[config.mk]
export PLATFORM = sky130hd
export DESIGN_NAME = dpram_banked_arb_flat
export DESIGN_NICKNAME = d
export VERILOG_FILES = /design/src/rtl/dpram_banked_arb_if.sv /design/src/rtl/dpram_banked_arb.sv /design/src/flat_wrapper.sv
export SDC_FILE = /design/constraint.sdc
export NUM_CORES = 1
export LEC_CHECK = 0
export CAP_MARGIN = 10
export CORE_MARGIN = 3
export CORE_UTILIZATION = 52
export CTS_CLUSTER_SIZE = 14
export DETAILED_ROUTE_END_ITERATION = 6
export PLACE_DENSITY = 0.67
export SYNTH_ARGS = -nofsm -noshare
export SYNTH_HDL_FRONTEND = slang
export SYNTH_SLANG_ARGS = --single-unit
[constraint.sdc]
create_clock -name clk -period 4.34 [get_ports clk]
set_input_delay 0.868 -clock clk [delete_from_list [all_inputs] [get_ports clk]]
set_output_delay 0.868 -clock clk [all_outputs]
set_load 0.005 [all_outputs]
[src/rtl/dpram_banked_arb_if.sv]
// Request/response bundle for one port of the banked dual-port RAM.
// The requester drives valid/we/addr/wdata and holds them stable while stalled;
// the RAM answers with a combinational ready and a registered read-data pulse.
interface dpram_banked_arb_if #(
    parameter int DATA_WIDTH = 8,
    parameter int ADDR_WIDTH = 6
);
    logic                  valid;
    logic                  ready;
    logic                  we;
    logic [ADDR_WIDTH-1:0] addr;
    logic [DATA_WIDTH-1:0] wdata;
    logic                  rvalid;
    logic [DATA_WIDTH-1:0] rdata;

    modport master (
        output valid, we, addr, wdata,
        input  ready, rvalid, rdata
    );

    modport slave (
        input  valid, we, addr, wdata,
        output ready, rvalid, rdata
    );
endinterface

[src/rtl/dpram_banked_arb.sv]
// Banked dual-port RAM: two request ports share NUM_BANKS single-port banks.
// When both ports hit the same bank in one cycle, one of them is stalled (never
// dropped) and the cycle is counted in a saturating conflict counter. Fairness is
// either fixed (port A always wins) or round-robin via a token handed to the loser.
// Reads are two-stage: the bank is read at the accept edge into a staging register,
// which is presented with rvalid after the following edge.
module dpram_banked_arb #(
    parameter int DATA_WIDTH = 8,
    parameter int ADDR_WIDTH = 6,
    parameter int NUM_BANKS  = 4,
    parameter int INTERLEAVE = 0,
    parameter int ARB_MODE   = 1,
    parameter int CNT_WIDTH  = 16
) (
    input  logic                 clk,
    input  logic                 rst,
    dpram_banked_arb_if.slave    portA,
    dpram_banked_arb_if.slave    portB,
    output logic [CNT_WIDTH-1:0] conflict_cnt_o
);
    localparam int BANK_BITS = $clog2(NUM_BANKS);
    localparam int ROW_BITS  = ADDR_WIDTH - BANK_BITS;
    localparam int ROWS      = 1 << ROW_BITS;

    typedef enum logic {
        TOKEN_A = 1'b0,
        TOKEN_B = 1'b1
    } token_e;

    // Bank select: high address bits for block mapping, low bits for interleave.
    function automatic logic [BANK_BITS-1:0] bankOf(input logic [ADDR_WIDTH-1:0] addr);
        if (INTERLEAVE != 0) begin
            return addr[BANK_BITS-1:0];
        end
        return addr[ADDR_WIDTH-1 -: BANK_BITS];
    endfunction

    // Row within the bank: the remaining address bits, original order kept.
    function automatic logic [ROW_BITS-1:0] rowOf(input logic [ADDR_WIDTH-1:0] addr);
        if (INTERLEAVE != 0) begin
            return addr[ADDR_WIDTH-1:BANK_BITS];
        end
        return addr[ROW_BITS-1:0];
    endfunction

    logic [DATA_WIDTH-1:0] mem [NUM_BANKS][ROWS];

    logic [BANK_BITS-1:0]  bankA;
    logic [BANK_BITS-1:0]  bankB;
    logic [ROW_BITS-1:0]   rowA;
    logic [ROW_BITS-1:0]   rowB;
    logic                  conflict;
    logic                  winB;
    logic                  readyA;
    logic                  readyB;
    logic                  acceptA;
    logic                  acceptB;

    token_e                token_q;
    token_e                token_d;
    logic [CNT_WIDTH-1:0]  conflictCnt_q;
    logic [CNT_WIDTH-1:0]  conflictCnt_d;
    logic                  rdPendA_q;
    logic                  rdPendA_d;
    logic                  rdPendB_q;
    logic                  rdPendB_d;
    logic                  rvalidA_q;
    logic                  rvalidB_q;
    logic [DATA_WIDTH-1:0] rdataA_q;
    logic [DATA_WIDTH-1:0] rdataB_q;
    logic [DATA_WIDTH-1:0] stageA_q;
    logic [DATA_WIDTH-1:0] stageB_q;

    assign bankA = bankOf(portA.addr);
    assign bankB = bankOf(portB.addr);
    assign rowA  = rowOf(portA.addr);
    assign rowB  = rowOf(portB.addr);

    // Conflict detection and arbitration; ready is forced low throughout reset.
    always_comb begin
        conflict = portA.valid && portB.valid && (bankA == bankB);
        winB     = 1'b0;
        if (conflict && (ARB_MODE != 0)) begin
            winB = (token_q == TOKEN_B);
        end
        readyA  = !rst && (!conflict || !winB);
        readyB  = !rst && (!conflict || winB);
        acceptA = portA.valid && readyA;
        acceptB = portB.valid && readyB;
    end

    // Next-state for the token, the saturating counter and the read pipeline.
    always_comb begin
        token_d       = token_q;
        conflictCnt_d = conflictCnt_q;
        if (conflict) begin
            token_d = winB ? TOKEN_A : TOKEN_B;
            if (conflictCnt_q != {CNT_WIDTH{1'b1}}) begin
                conflictCnt_d = conflictCnt_q + {{(CNT_WIDTH-1){1'b0}}, 1'b1};
            end
        end
        rdPendA_d = acceptA && !portA.we;
        rdPendB_d = acceptB && !portB.we;
    end

    // Control state; reset also discards any read still in flight.
    always_ff @(posedge clk or posedge rst) begin
        if (rst) begin
            token_q       <= TOKEN_A;
            conflictCnt_q <= '0;
            rdPendA_q     <= 1'b0;
            rdPendB_q     <= 1'b0;
            rvalidA_q     <= 1'b0;
            rvalidB_q     <= 1'b0;
            rdataA_q      <= '0;
            rdataB_q      <= '0;
        end else begin
            token_q       <= token_d;
            conflictCnt_q <= conflictCnt_d;
            rdPendA_q     <= rdPendA_d;
            rdPendB_q     <= rdPendB_d;
            rvalidA_q     <= rdPendA_q;
            rvalidB_q     <= rdPendB_q;
            if (rdPendA_q) begin
                rdataA_q <= stageA_q;
            end
            if (rdPendB_q) begin
                rdataB_q <= stageB_q;
            end
        end
    end

    // Bank storage: each bank sees at most one access per edge, so the two ports never collide.
    always_ff @(posedge clk) begin
        if (acceptA) begin
            if (portA.we) begin
                mem[bankA][rowA] <= portA.wdata;
            end else begin
                stageA_q <= mem[bankA][rowA];
            end
        end
        if (acceptB) begin
            if (portB.we) begin
                mem[bankB][rowB] <= portB.wdata;
            end else begin
                stageB_q <= mem[bankB][rowB];
            end
        end
    end

    assign portA.ready    = readyA;
    assign portB.ready    = readyB;
    assign portA.rvalid   = rvalidA_q;
    assign portB.rvalid   = rvalidB_q;
    assign portA.rdata    = rdataA_q;
    assign portB.rdata    = rdataB_q;
    assign conflict_cnt_o = conflictCnt_q;
endmodule

[src/flat_wrapper.sv]
// flat-port wrapper written by rule: the top's interface ports become plain ports
module dpram_banked_arb_flat 
#(
    parameter int DATA_WIDTH = 8,
    parameter int ADDR_WIDTH = 6,
    parameter int NUM_BANKS  = 4,
    parameter int INTERLEAVE = 0,
    parameter int ARB_MODE   = 1,
    parameter int CNT_WIDTH  = 16
)
  (clk, rst, conflict_cnt_o, portA_valid, portA_we, portA_addr, portA_wdata, portA_ready, portA_rvalid, portA_rdata, portB_valid, portB_we, portB_addr, portB_wdata, portB_ready, portB_rvalid, portB_rdata);
  dpram_banked_arb_if #(.DATA_WIDTH(DATA_WIDTH), .ADDR_WIDTH(ADDR_WIDTH)) portA_i ();
  dpram_banked_arb_if #(.DATA_WIDTH(DATA_WIDTH), .ADDR_WIDTH(ADDR_WIDTH)) portB_i ();
  input  logic clk;
  input  logic rst;
  output logic [CNT_WIDTH-1:0] conflict_cnt_o;
  input wire logic [$bits(portA_i.valid)-1:0] portA_valid;
  input wire logic [$bits(portA_i.we)-1:0] portA_we;
  input wire logic [$bits(portA_i.addr)-1:0] portA_addr;
  input wire logic [$bits(portA_i.wdata)-1:0] portA_wdata;
  output wire logic [$bits(portA_i.ready)-1:0] portA_ready;
  output wire logic [$bits(portA_i.rvalid)-1:0] portA_rvalid;
  output wire logic [$bits(portA_i.rdata)-1:0] portA_rdata;
  input wire logic [$bits(portB_i.valid)-1:0] portB_valid;
  input wire logic [$bits(portB_i.we)-1:0] portB_we;
  input wire logic [$bits(portB_i.addr)-1:0] portB_addr;
  input wire logic [$bits(portB_i.wdata)-1:0] portB_wdata;
  output wire logic [$bits(portB_i.ready)-1:0] portB_ready;
  output wire logic [$bits(portB_i.rvalid)-1:0] portB_rvalid;
  output wire logic [$bits(portB_i.rdata)-1:0] portB_rdata;
  assign portA_i.valid = portA_valid;
  assign portA_i.we = portA_we;
  assign portA_i.addr = portA_addr;
  assign portA_i.wdata = portA_wdata;
  assign portA_ready = portA_i.ready;
  assign portA_rvalid = portA_i.rvalid;
  assign portA_rdata = portA_i.rdata;
  assign portB_i.valid = portB_valid;
  assign portB_i.we = portB_we;
  assign portB_i.addr = portB_addr;
  assign portB_i.wdata = portB_wdata;
  assign portB_ready = portB_i.ready;
  assign portB_rvalid = portB_i.rvalid;
  assign portB_rdata = portB_i.rdata;
  dpram_banked_arb #(.DATA_WIDTH(DATA_WIDTH), .ADDR_WIDTH(ADDR_WIDTH), .NUM_BANKS(NUM_BANKS), .INTERLEAVE(INTERLEAVE), .ARB_MODE(ARB_MODE), .CNT_WIDTH(CNT_WIDTH)) u_core (.clk(clk), .rst(rst), .portA(portA_i), .portB(portB_i), .conflict_cnt_o(conflict_cnt_o));
endmodule
==> impl_metrics.env <==
export IMPL_leakage_nw=12.33
export IMPL_ys_seq_area_share_pct=50.59
export IMPL_critPathRequiredTime_ns=4.68
export IMPL_cts_buffers=61
export IMPL_path_cells="clkdlybuf4s50_1, and2_1, a41oi_1, and2_0, nand4b_1, buf_4, o22ai_1, buf_4"
export IMPL_async_flop_share_pct=6.549
export IMPL_min_path_type="reg2reg"
export IMPL_layout_drive_gt1_share_pct=49.53
export IMPL_gp_congestion=1.090
export IMPL_endpoint_kind="flip-flop"
export IMPL_fmax_mhz=282.9
export IMPL_rsz0062_at_grt="no"
export IMPL_post_place_ws_ns=0.3063
export IMPL_crit_type="in2reg"
export IMPL_syn_to_final_growth_pct=12.02
export IMPL_pwr_share_seq_pct=46.7
export IMPL_ys_ff_latch=565
export IMPL_min_period_over_period_pct=81.44
export IMPL_timing_rr_end="u_core.mem[1][63]"
export IMPL_wl_per_cell_um=36.39
export IMPL_synth_area_leaders="edfxtp_1, mux2_2, mux4_2, dfrtp_1, clkbuf_1"
export IMPL_crit_arrival_ns=3.87
export IMPL_grt_first_pass_wirelength_um=159400
export IMPL_cts_resized=0
export IMPL_yosysTopAreaCellShare_pct=47.80
export IMPL_slew_headroom_pct=18.52
export IMPL_startpoint_type="input pin"
export IMPL_core_area_mm2=0.06239
export IMPL_via_per_inst=7.200
export IMPL_hold_ws_ns=0.4768
export IMPL_drcViolationCount=0
export IMPL_internal_power_mw=9.830
export IMPL_yosys_area_top_type="edfxtp_1"
export IMPL_worst_slack_ns=0.8054
export IMPL_dr_first_iter_drc_count=3242
export IMPL_maxCapViolCount=0
export IMPL_grt_overflow=0
export IMPL_finalPower_mw=13.02
export IMPL_setup_viol_count_final=0
export IMPL_grt_usage_pct=33.20
export IMPL_firstDrtPassIters=6
export IMPL_setup_tns_ns=0
export IMPL_worstPathBufferInverterCount=3
export IMPL_holdPathStages=1
export IMPL_worstReg2RegStart="u_core.token_q"
export IMPL_grt_pass1_vias=21730
export IMPL_startpoint="portB_valid"
export IMPL_cp_top_family="simple AND/OR/NAND/NOR gates"
export IMPL_netSwitchingPower_mw=3.191
export IMPL_cts_root_buffer="clkbuf_16"
export IMPL_synth_nets=2149
export IMPL_die_area_mm2=0.06686
export IMPL_cts_tree="done"
export IMPL_die_h_um=258.6
export IMPL_synth_avg_cell_area_um2=15.69
export IMPL_timing_critical_path_fanout_max=8
export IMPL_status="completed"
export IMPL_ir_worst_vdd_v=0.0002833
export IMPL_rr_worst_depth=6
export IMPL_layout_cells_non_filler=3057
export IMPL_cp_slowest_stage_delay_ns=0.79
export IMPL_yosysWarningCount=0
export IMPL_finalCriticalPeriod_ns=3.535
export IMPL_hold_end="u_core.portA.rdata[2]"
export IMPL_post_route_util_pct=59.56
export IMPL_synth_edf_count=528
export IMPL_cts_setup_buffers=0
export IMPL_io_buffer_count=69
export IMPL_crit_slowest_cell="nand4b_1"
export IMPL_worstMarginPinSlew_ns=1.222
export IMPL_drtAntennaViolNets=0
export IMPL_nets=2205
export IMPL_yosysMostFrequentCell="edfxtp_1"
export IMPL_synth_cells=2114
export IMPL_std_cell_rows=91
export IMPL_synth_ff_type="edfxtp_1"
export IMPL_post_dp_cell_area_mm2=0.03516
export IMPL_clock_skew_ns=0.03223
export IMPL_switching_share_pct=24.50
export IMPL_finalHoldViolCount=0
export IMPL_clk_latency_ns=0.66
export IMPL_synth_area_mm2=0.03317
export IMPL_dieWidth_um=258.6
export IMPL_numClockSinks=565
export IMPL_yosysUniqueCellTypes=67
export IMPL_postCtsHoldBufs=0
export IMPL_drt_total_wl_um=111300
export IMPL_p_clk_share_pct=41.2
export IMPL_hpwl_um=75040
export IMPL_drv_slew=0
export IMPL_ios=70
export IMPL_cpMostUsedCell="buf_4"
export IMPL_p_per_area_mw_per_mm2=350.4
export IMPL_clk_pin_slew_ns=0.06
export IMPL_rrSetupSlack_ns=1.28
export IMPL_hold_path_startpoint="u_core.stageA_q[2]"
export IMPL_p_comb_share_pct=12.1
export IMPL_cts_max_level=2
export IMPL_dp_cells=2944
export IMPL_cts_buffer_depth=3
export IMPL_post_route_cell_area_mm2=0.03716
export IMPL_grt_max_degree=65
export IMPL_num_vias=22010
export IMPL_grt_antenna_before_repair=1
export IMPL_start_util_pct=53.17
export IMPL_synth_common_cells="edfxtp_1, mux2_2, mux4_2"
flip-flops by register name, indices dropped and copies added (netlist names), 8 cells and up:
name / flops
u_core.portB.rdata: 8
u_core.conflict_cnt_o: 16
u_core.mem: 512
u_core.stageB_q: 8
u_core.portA.rdata: 8
u_core.stageA_q: 8
layout by cell type (no fill, tap or decap), drive strengths merged, types with 5 or more instances in the layout:
cell and instances:
nand3b 5, mux4 257, dfrtp 37, mux2i 43, nand2 79, o211ai 5, a21oi 15, a221oi 6
clkbuf 83, nor3 10, clkdlybuf4s50 45, nand3 34, a22oi 29, mux2 538, nand2b 9, nor2 80
xnor2 14, bufinv 8, nand4 21, a22o 8, nor2b 13, inv 10, clkinv 18, and3 5
edfxtp 528, and2 5, o21ai 21, a32oi 8, buf 177, o22ai 55
power groups by stage:
stage	Sequential [mW]	Combinational, mW	Clock, mW
after floorplan	6.19	0.921	0
after global placement	6.20	1.52	0
after detailed placement	6.20	1.54	0
after CTS	6.09	1.54	5.40
after global routing	6.09	1.62	5.60
final	6.09	1.57	5.37
how the worst max path moves through the flow:
stage,endpoint,slack [ns],depth (start not counted)
final,u_core.mem[1][63],0.81,8
after global routing,u_core.mem[2][66],0.84,4
after CTS,portB_ready,0.90,5
after detailed placement,u_core.mem[2][65],0.31,4
after global placement,u_core.mem[2][69],0.30,4
after floorplan,u_core.mem[1][48],0.98,8
layer usage:
metal	track usage, %	up-vias	part of all wire [%]
li1	-	8713	-
met3	7.671	271	12
met4	13.73	0	4.8
met2	51.20	1508	46
met1	45.81	11520	37
met5	0	-	0
cell type report:
class                   instances  area (um2)
inverters                       8       30.03
clock buffers                  83        1652
clock inverters                29       344.1
diodes                          1       2.502
multi-input cells            1312       15410
flip-flops and latches        565       16780
fillers                      4811       25230
well taps                     837        1047
repair buffers                222        1891
cells by family after synthesis:
logic type / synth area share (%)
multiplexers: 37.10
flip-flops: 50.59
AND/OR/NAND/NOR: 5.299
buffers and inverters: 2.968
AO/OA/AOI/OAI: 3.561
XOR/XNOR: 0.4489
adder cells (fa/ha/maj): 0.03771
No activity file was read; power rests on OpenSTA's default activity.
